File: config.mk
export PLATFORM = sky130hd
export DESIGN_NAME = instr_fetch_unit
export DESIGN_NICKNAME = d
export VERILOG_FILES = /design/src/rtl/friscv_pkg.sv /design/src/rtl/fetch_fifo.sv /design/src/rtl/instr_fetch_unit.sv
export SDC_FILE = /design/constraint.sdc
export NUM_CORES = 1
export LEC_CHECK = 0
export ABC_CLOCK_PERIOD_IN_PS = 5400
export CORE_MARGIN = 2
export CORE_UTILIZATION = 53
export DETAILED_ROUTE_END_ITERATION = 8
export GPL_ROUTABILITY_DRIVEN = 0
export PLACE_DENSITY = 0.78
export SYNTH_ARGS = -nofsm -noshare
export SYNTH_HDL_FRONTEND = slang
export SYNTH_HIERARCHICAL = 1
export SYNTH_SLANG_ARGS = --single-unit
File: constraint.sdc
create_clock -name clk_in -period 5.4 [get_ports clk_in]
set_input_delay 1.08 -clock clk_in [delete_from_list [all_inputs] [get_ports clk_in]]
set_output_delay 1.08 -clock clk_in [all_outputs]
set_load 0.01 [all_outputs]
File: src/rtl/friscv_pkg.sv
// friscv_pkg: shared widths, reset vector, fetch FSM states and instruction field positions
package friscv_pkg;
    localparam int ILEN = 32;
    localparam int XLEN = 32;
    localparam logic [XLEN-1:0] RESET_VECTOR = 32'h0000_0000;
    localparam int OPC_LSB = 0;
    localparam int OPC_MSB = 6;
    localparam int F3_LSB = 12;
    localparam int F3_MSB = 14;
    localparam int F7_LSB = 25;
    localparam int F7_MSB = 31;
    typedef enum logic {S_RUN, S_FLUSH} fetch_state_t;
endpackage

File: src/rtl/fetch_fifo.sv
// fetch_fifo: synchronous FIFO with flush; the head entry is read straight out of the storage registers
module fetch_fifo #(
    parameter int W = 64,
    parameter int DEPTH = 2,
    parameter logic [W-1:0] RST_VAL = '0
) (
    input  logic                   clk_in,
    input  logic                   rstn_in,
    input  logic                   flush_in,
    input  logic                   push_in,
    input  logic                   pop_in,
    input  logic [W-1:0]           data_in,
    output logic [W-1:0]           head_out,
    output logic [$clog2(DEPTH):0] count_out
);
    localparam int AW = $clog2(DEPTH);
    logic [W-1:0] mem_q [DEPTH];
    logic [AW-1:0] wr_q, rd_q;
    logic [AW:0] cnt_q;
    always_ff @(posedge clk_in or negedge rstn_in) begin
        if (!rstn_in) begin
            for (int i = 0; i < DEPTH; i++) mem_q[i] <= RST_VAL;
            wr_q <= '0;
            rd_q <= '0;
            cnt_q <= '0;
        end else if (flush_in) begin
            wr_q <= '0;
            rd_q <= '0;
            cnt_q <= '0;
        end else begin
            if (push_in) begin
                mem_q[wr_q] <= data_in;
                wr_q <= wr_q + AW'(1);
            end
            if (pop_in) rd_q <= rd_q + AW'(1);
            cnt_q <= cnt_q + (AW+1)'(push_in) - (AW+1)'(pop_in);
        end
    end
    assign head_out = mem_q[rd_q];
    assign count_out = cnt_q;
endmodule

File: src/rtl/instr_fetch_unit.sv
// instr_fetch_unit: credit-limited instruction fetcher with an output buffer and redirect flushing.
// Requests never exceed free buffer slots, so every accepted response always has room.
module instr_fetch_unit
    import friscv_pkg::*;
#(
    parameter int ADDR_WIDTH = XLEN,
    parameter int INSTR_WIDTH = ILEN,
    parameter logic [ADDR_WIDTH-1:0] RESET_PC = RESET_VECTOR,
    parameter int FIFO_DEPTH = 2
) (
    input  logic                   clk_in,
    input  logic                   rstn_in,
    output logic                   imem_req_out,
    output logic [ADDR_WIDTH-1:0]  imem_addr_out,
    input  logic                   imem_gnt_in,
    input  logic                   imem_rvalid_in,
    input  logic [INSTR_WIDTH-1:0] imem_rdata_in,
    output logic                   instr_valid_out,
    input  logic                   instr_ready_in,
    output logic [INSTR_WIDTH-1:0] instr_out,
    output logic [ADDR_WIDTH-1:0]  pc_out,
    output logic [6:0]             op_code_out,
    output logic [2:0]             func3_out,
    output logic [6:0]             func7_out,
    input  logic                   redirect_in,
    input  logic [ADDR_WIDTH-1:0]  redirect_pc_in
);
    localparam int CW = $clog2(FIFO_DEPTH) + 1;
    localparam int EW = ADDR_WIDTH + INSTR_WIDTH;
    localparam logic [ADDR_WIDTH-1:0] STEP = ADDR_WIDTH'(4);
    fetch_state_t state_q, state_d;
    logic [ADDR_WIDTH-1:0] fetch_pc_q, fetch_pc_d, resp_pc_q, resp_pc_d, target;
    logic [CW-1:0] out_q, out_d, disc_q, disc_d, out_n, fifo_cnt;
    logic [CW:0] credit;
    logic req, xfer, rv_run, rv_drop, push, pop_raw, pop;
    logic [EW-1:0] head;
    assign target = redirect_pc_in & ~ADDR_WIDTH'(3);
    assign instr_valid_out = fifo_cnt != '0;
    assign pop_raw = instr_valid_out & instr_ready_in;
    assign pop = pop_raw & ~redirect_in;
    // A slot freed by this cycle's pop already counts as credit, giving one fetch per cycle.
    assign credit = {1'b0, out_q} + {1'b0, fifo_cnt} - (CW+1)'(pop_raw);
    assign req = (state_q == S_RUN) & (credit < (CW+1)'(FIFO_DEPTH));
    assign imem_req_out = rstn_in & req;
    assign imem_addr_out = fetch_pc_q;
    assign xfer = req & imem_gnt_in;
    assign rv_run = imem_rvalid_in & (state_q == S_RUN) & (out_q != '0);
    assign rv_drop = imem_rvalid_in & (state_q == S_FLUSH) & (disc_q != '0);
    assign push = rv_run & ~redirect_in;
    assign out_n = out_q + CW'(xfer) - CW'(rv_run);
    always_comb begin
        fetch_pc_d = redirect_in ? target : xfer ? fetch_pc_q + STEP : fetch_pc_q;
        resp_pc_d = redirect_in ? target : push ? resp_pc_q + STEP : resp_pc_q;
        out_d = redirect_in ? '0 : out_n;
        disc_d = disc_q - CW'(rv_drop) + (redirect_in ? out_n : '0);
        state_d = (disc_d != '0) ? S_FLUSH : S_RUN;
    end
    always_ff @(posedge clk_in or negedge rstn_in) begin
        if (!rstn_in) begin
            state_q <= S_RUN;
            fetch_pc_q <= RESET_PC;
            resp_pc_q <= RESET_PC;
            out_q <= '0;
            disc_q <= '0;
        end else begin
            state_q <= state_d;
            fetch_pc_q <= fetch_pc_d;
            resp_pc_q <= resp_pc_d;
            out_q <= out_d;
            disc_q <= disc_d;
        end
    end
    fetch_fifo #(
        .W(EW),
        .DEPTH(FIFO_DEPTH),
        .RST_VAL({RESET_PC, INSTR_WIDTH'(0)})
    ) u_fifo (
        .clk_in(clk_in),
        .rstn_in(rstn_in),
        .flush_in(redirect_in),
        .push_in(push),
        .pop_in(pop),
        .data_in({resp_pc_q, imem_rdata_in}),
        .head_out(head),
        .count_out(fifo_cnt)
    );
    assign instr_out = head[INSTR_WIDTH-1:0];
    assign pc_out = head[EW-1:INSTR_WIDTH];
    assign op_code_out = instr_out[OPC_MSB:OPC_LSB];
    assign func3_out = instr_out[F3_MSB:F3_LSB];
    assign func7_out = instr_out[F7_MSB:F7_LSB];
    // A response with nothing outstanding or pending discard is a memory protocol error.
    assert property (@(posedge clk_in) disable iff (!rstn_in)
        imem_rvalid_in |-> (out_q != '0 || disc_q != '0));
endmodule
## Yosys cells after proc, flatten, opt, wreduce, memory -nomap -nowiden

Index checks and enable logic that the tools add are counted.
W data, S select, Z words.

| storage, ports and cells | value |
|---|---|
| register bits | 201 |
| bits of input ports | 70 |
| logic and storage cells | 67 |

| operators by class | value |
|---|---|
| add/subtract/negate cells | 12 |
| magnitude comparators | 4 |
| multiplexer cells | 18 |
| bitwise logic cells | 14 |
| reduce and logical (&&, ||, !) cells | 9 |

Operators by type and width:

| cell | count |
|---|---|
| $mux W64 | 4 |
| $bwmux W128 | 1 |
| $mux W32 | 4 |
| $add A32 B3 Y32 const B | 2 |
| $demux W64 S1 | 1 |
| $reduce_bool A2 Y1 | 7 |
| $and A1 B1 Y1 | 10 |
| $mux W2 | 3 |
| $sub A2 B1 Y2 | 3 |
| $mux W1 | 5 |
| $add A2 B1 Y2 | 2 |
| $ge A2 B2 Y1 const B | 2 |
| $not A1 Y2 | 2 |
| $add A2 B2 Y3 | 1 |
| $lt A3 B2 Y1 const B | 1 |
| $sub A3 B1 Y3 | 1 |
| $add A1 B1 Y1 const B | 2 |
| $add A2 B2 Y2 | 1 |
| $lt A2 B1 Y1 const B | 1 |
| $not A1 Y1 | 2 |
| $reduce_and A2 Y1 | 1 |
| $logic_and A1 B1 Y1 | 1 |

## Depth between registers and ports, before layout

| depth | value |
|---|---|
| word-level depth | 12 |
| depth in mapped cells | 19 |
| mapped depth without buffers | 19 |

## Modules after synthesis

Netlist, hierarchy kept.

By module, submodules not included:

| module | instances | cells each | area an instance (µm²) |
|---|---|---|---|
| fetch_fifo | 1 | 358 | 6048.3 |
| instr_fetch_unit | 1 | 477 | 4294.1 |

## Least setup slack after synthesis

OpenSTA, ideal clock, no wires.

| timing | value |
|---|---|
| path type | input port to flip-flop |
| start | input instr_ready_in |
| end | register state_q |
| library setup time | 127 ps |
| arrival time | 4305 ps |
| data required time | 5273 ps |
| slack | 968 ps |
| stages | 17 |
| cell sequence | and2_1 > ha_1 > nand2b_1 > fa_1 > xor2_2 > nand4b_1 > ha_1 > inv_1 > ha_1 > nand2_1 > ha_1 > inv_1 > ha_1 > xnor2_1 > xnor2_1 > xnor2_1 > or2_2 |

| on the way | value |
|---|---|
| longest elaborated chain between the ends | 11 |

RTL lines:

| item | RTL line | RTL |
|---|---|---|
| start, declared | instr_fetch_unit.sv:19 | `input logic instr_ready_in,` |
| $and A1 B1 Y1 | instr_fetch_unit.sv:39 | `assign pop_raw = instr_valid_out & instr_ready_in;` |
| $sub A3 B1 Y3 | instr_fetch_unit.sv:42 | `assign credit = {1'b0, out_q} + {1'b0, fifo_cnt} - (CW+1)'(pop_raw);` |
| $lt A3 B2 Y1 | instr_fetch_unit.sv:43 | `assign req = (state_q == S_RUN) & (credit < (CW+1)'(FIFO_DEPTH));` |
| $and A1 B1 Y1 | instr_fetch_unit.sv:43 |  |
| $and A1 B1 Y1 | instr_fetch_unit.sv:46 | `assign xfer = req & imem_gnt_in;` |
| $add A2 B1 Y2 | instr_fetch_unit.sv:50 | `assign out_n = out_q + CW'(xfer) - CW'(rv_run);` |
| $sub A2 B1 Y2 | instr_fetch_unit.sv:50 |  |
| $mux W2 | instr_fetch_unit.sv:55 | `disc_d = disc_q - CW'(rv_drop) + (redirect_in ? out_n : '0);` |
| $add A2 B2 Y2 | instr_fetch_unit.sv:55 |  |
| net disc_d[1] | instr_fetch_unit.sv:33 | `logic [CW-1:0] out_q, out_d, disc_q, disc_d, out_n, fifo_cnt;` |
| $reduce_bool A2 Y1 | instr_fetch_unit.sv:56 | `state_d = (disc_d != '0) ? S_FLUSH : S_RUN;` |
| $mux W1 | instr_fetch_unit.sv:56 |  |
| net state_d | instr_fetch_unit.sv:31 | `fetch_state_t state_q, state_d;` |
| end signal, assigned | instr_fetch_unit.sv:66 | `state_q <= state_d;` |
| end, declared | instr_fetch_unit.sv:31 |  |

The timed path passes the listed nets, and every way through them passes these cells.
A chain may end at the register's enable or synchronous reset.

## Worst setup path in the final report

| timing | value |
|---|---|
| start | input instr_ready_in |
| end | output imem_req_out |

| on the way | value |
|---|---|
| longest elaborated chain between the ends | 5 |

RTL lines:

| item | RTL line | RTL |
|---|---|---|
| $and A1 B1 Y1 | instr_fetch_unit.sv:39 |  |
| $sub A3 B1 Y3 | instr_fetch_unit.sv:42 |  |
| $lt A3 B2 Y1 | instr_fetch_unit.sv:43 |  |
| $and A1 B1 Y1 | instr_fetch_unit.sv:43 |  |
| $and A1 B1 Y1 | instr_fetch_unit.sv:44 | `assign imem_req_out = rstn_in & req;` |
| end, declared | instr_fetch_unit.sv:13 | `output logic imem_req_out,` |

Every way passes these cells.

==> results.yml <==
status:
  status: "finished, final reports clean"
pwr:
  finalPower_mw: 4.238
  leakage_nw: 5.585
  p_per_area_nw_per_um2: 337.0
  peakVddDrop_uv: 197.1
worst_setup_path:
  cp_slowest_stage_delay_ns: 0.54
  critPathLaunchType: "input port"
  end_kind: "output port"
  critPathKind: "in2out"
  required_ns: 4.32
  crit_chain: "clkdlybuf4s50_1 > and2_1 > ha_1 > nand2b_1 > fa_1 > xor2_2 > buf_4 > and4b_1 > clkdlybuf4s50_1"
  critical-path-slowest-cell: "clkdlybuf4s50_1"
  critPathLaunch: "instr_ready_in"
  crit_path_max_fanout: 6
  r2r_cells: 18
  crit_top_cell: "clkdlybuf4s50_1"
  critPathArrivalTime_ns: 3.53
  r2r_end: "state_q"
  r2r_setup_slack_ns: 1.39
  r2r_start: "u_fifo/count_out[1]"
hold_path:
  whs_endpoint: "u_fifo/mem_q[107]"
  min_path_cells: 1
  hold_path.class: "reg2reg"
  min_from: "u_fifo/mem_q[107]"
logic_synthesis:
  syn-mean-instance-area_um2: 12.39
  synth_top_area_cell: "dfrtp_1"
  synthTopCellsByCount: "197 x dfrtp_1, 132 x mux2_2, 60 x mux2_4"
  yosysMostFrequentCell: "dfrtp_1"
  yosysSeqAreaShare_pct: 47.67
  synth_edf_count: 0
  synth-seq-cells: 197
  synthCells: 835
  synth_ff_type: "dfrtp_1"
  syn_area_um2: 10340
  netlist.area_leader.share_pct: 47.67
  synthArstFlopShare_pct: 100.0
  synth.distinct_cells: 67
  synth_area_leaders: "dfrtp_1 48%, mux2_2 14%, mux2_4 8.7%"
  yosys_warnings: 6
finish:
  finalInstanceArea_um2: 12580
  drive_above_1_share_pct: 25.73
  n_fill_cell: 1497
  area_growth_pct: 21.59
  fin_cells: 1252
  final_util_pct: 65.04
  diodes: 0
  finalNetCount: 1057
routing:
  route.detailed.drc: 0
  drtIter0Drc: 514
  vias_per_cell: 5.744
  wl_per_cell_um: 17.81
  ant_nets: 0
  drt-total-wl_um: 22300
  vias: 7192
  dr.pass1.iters: 5
clock_tree:
  cts_tree: "yes"
  cts_resized: 0
  post_cts_buffers: 0
  clkTransAtPathRegs_ns: 0.06
  postCtsHoldBufs: 0
  root_buffer: "clkbuf_16"
  cts_buffer_depth: 2
  cts_buffers: 17
  cts_sinks: 197
  clock_latency_ns: 0.42
  htree_levels: 4
floorplan:
  initial_core_util_pct: 53.49
  die-area_um2: 20650
  pin_count: 185
  die_x_um: 143.7
  std_cell_rows: 51
  fp.dieH_um: 143.7
  coreArea_um2: 19330
global_route:
  antenna_found_initial: 0
  overflow: 0
  grt_pass1_wl_um: 35910
  grt_max_degree: 80
  grtUsageTotal_pct: 21.99
  grt_pass1_vias: 6957
sta:
  relSlewSlack_pct: 44.11
  period_minus_slack_ns: 4.612
  fmax_mhz: 216.8
  hold_viol_final: 0
  rsz0062_at_grt: "false"
  fin_skew_ns: 0.01046
  setup_slack_ns: 0.7881
  setup_viol: 0
  tns_ns: 0
  whs_ns: 0.4858
  tightest_slew_ns: 0.8383
  min_period_over_period_pct: 85.41
  maxSlewViolCount: 0
placed_design:
  placed_cell_area_um2: 12040
  placed_cells: 1222
  dp_slack_ns: 0.4620
  portBuffers: 180
  hpwl_um: 14990
flow_run:
  max-cap-violations: 0
==> worst max-delay path, delay by kind of cell <==
family | cells | cell delay (ns)
buffers and inverters | 3 | 1.13
AND/OR/NAND/NOR | 3 | 0.50
XOR/XNOR | 1 | 0.17
adder cells (fa/ha/maj) | 2 | 0.65
==> placed cells by master, fill, tap and decap left out, types with 6 or more instances in the layout <==
cell type | Yosys | routed
nor4_1 | 16 | 16
a31oi_1 | 23 | 23
o31ai_1 | 16 | 16
conb_1 | 1 | 6
and3_1 | 14 | 14
a211oi_1 | 11 | 11
ha_1 | 10 | 10
o21ai_0 | 13 | 13
a21oi_1 | 12 | 12
clkbuf_16 | 0 | 17
nor2_1 | 42 | 42
clkdlybuf4s50_1 | 0 | 178
mux2_4 | 60 | 60
dfrtp_1 | 197 | 196
nor3_1 | 10 | 10
nand2_1 | 23 | 23
nand3_1 | 18 | 18
nor2b_1 | 6 | 6
a311oi_1 | 11 | 11
xnor2_1 | 12 | 12
nand4_1 | 19 | 19
mux2_2 | 132 | 132
or3_1 | 10 | 10
buf_4 | 19 | 11
inv_1 | 14 | 14
or4_1 | 18 | 18
and4_1 | 10 | 10
==> layer usage <==
layer  global-route usage, %  up-vias  share of wire (%)
li1                        -     3349                  -
met1                   33.14     3589                 49
met2                   32.93      236                 44
met3                   4.665       18                6.0
met4                   4.592        0                1.1
met5                       0        -                  0
==> sequential cells by signal, summed over array words and instances, names as in the netlist <==
signal,cells
out_q,2
u_fifo/count_out,2
u_fifo/wr_q,1
resp_pc_q,30
disc_q,2
imem_addr_out,30
u_fifo/rd_q,1
state_q,1
u_fifo/mem_q,128
==> cell families (layout without fill, tap and decap cells) <==
group	count (synthesis)	in the layout	share of synthesized area [%]
simple gates	221	221	12.73
mux	200	200	23.92
flops	197	197	47.67
compound gates	99	99	6.618
buf+inv	89	236	5.843
xor+xnor	17	17	1.790
fa+ha+maj	11	11	1.403
other cells	1	6	0.03626
==> worst max path at each step <==
stage,endpoint
after detailed placement,state_q
after global routing,imem_req_out
after floorplan,state_q
final,imem_req_out
after CTS,imem_req_out
after global placement,state_q
==> report_power, final <==
group          internal [mW]  switching, mW  total, mW  leakage [nW]
logic                  0.713          0.484       1.20          2.76
clock network          0.655          0.535       1.19         0.258
registers               1.68          0.169       1.85          2.56
total                   3.05           1.19       4.24          5.58
==> layout make-up <==
| type | count | area (µm²) | area share, % |
|---|---|---|---|
| repair buffers | 191 | 1883 | 14.97 |
| clock inverters | 8 | 76.32 | 0.6069 |
| flip-flops and latches | 197 | 4931 | 39.21 |
| multi-input cells | 554 | 4833 | 38.43 |
| well taps | 265 | 331.6 | 2.637 |
| clock buffers | 22 | 464.2 | 3.691 |
| inverters | 15 | 56.30 | 0.4477 |
Note: power is estimated with default switching activity, not from simulation.
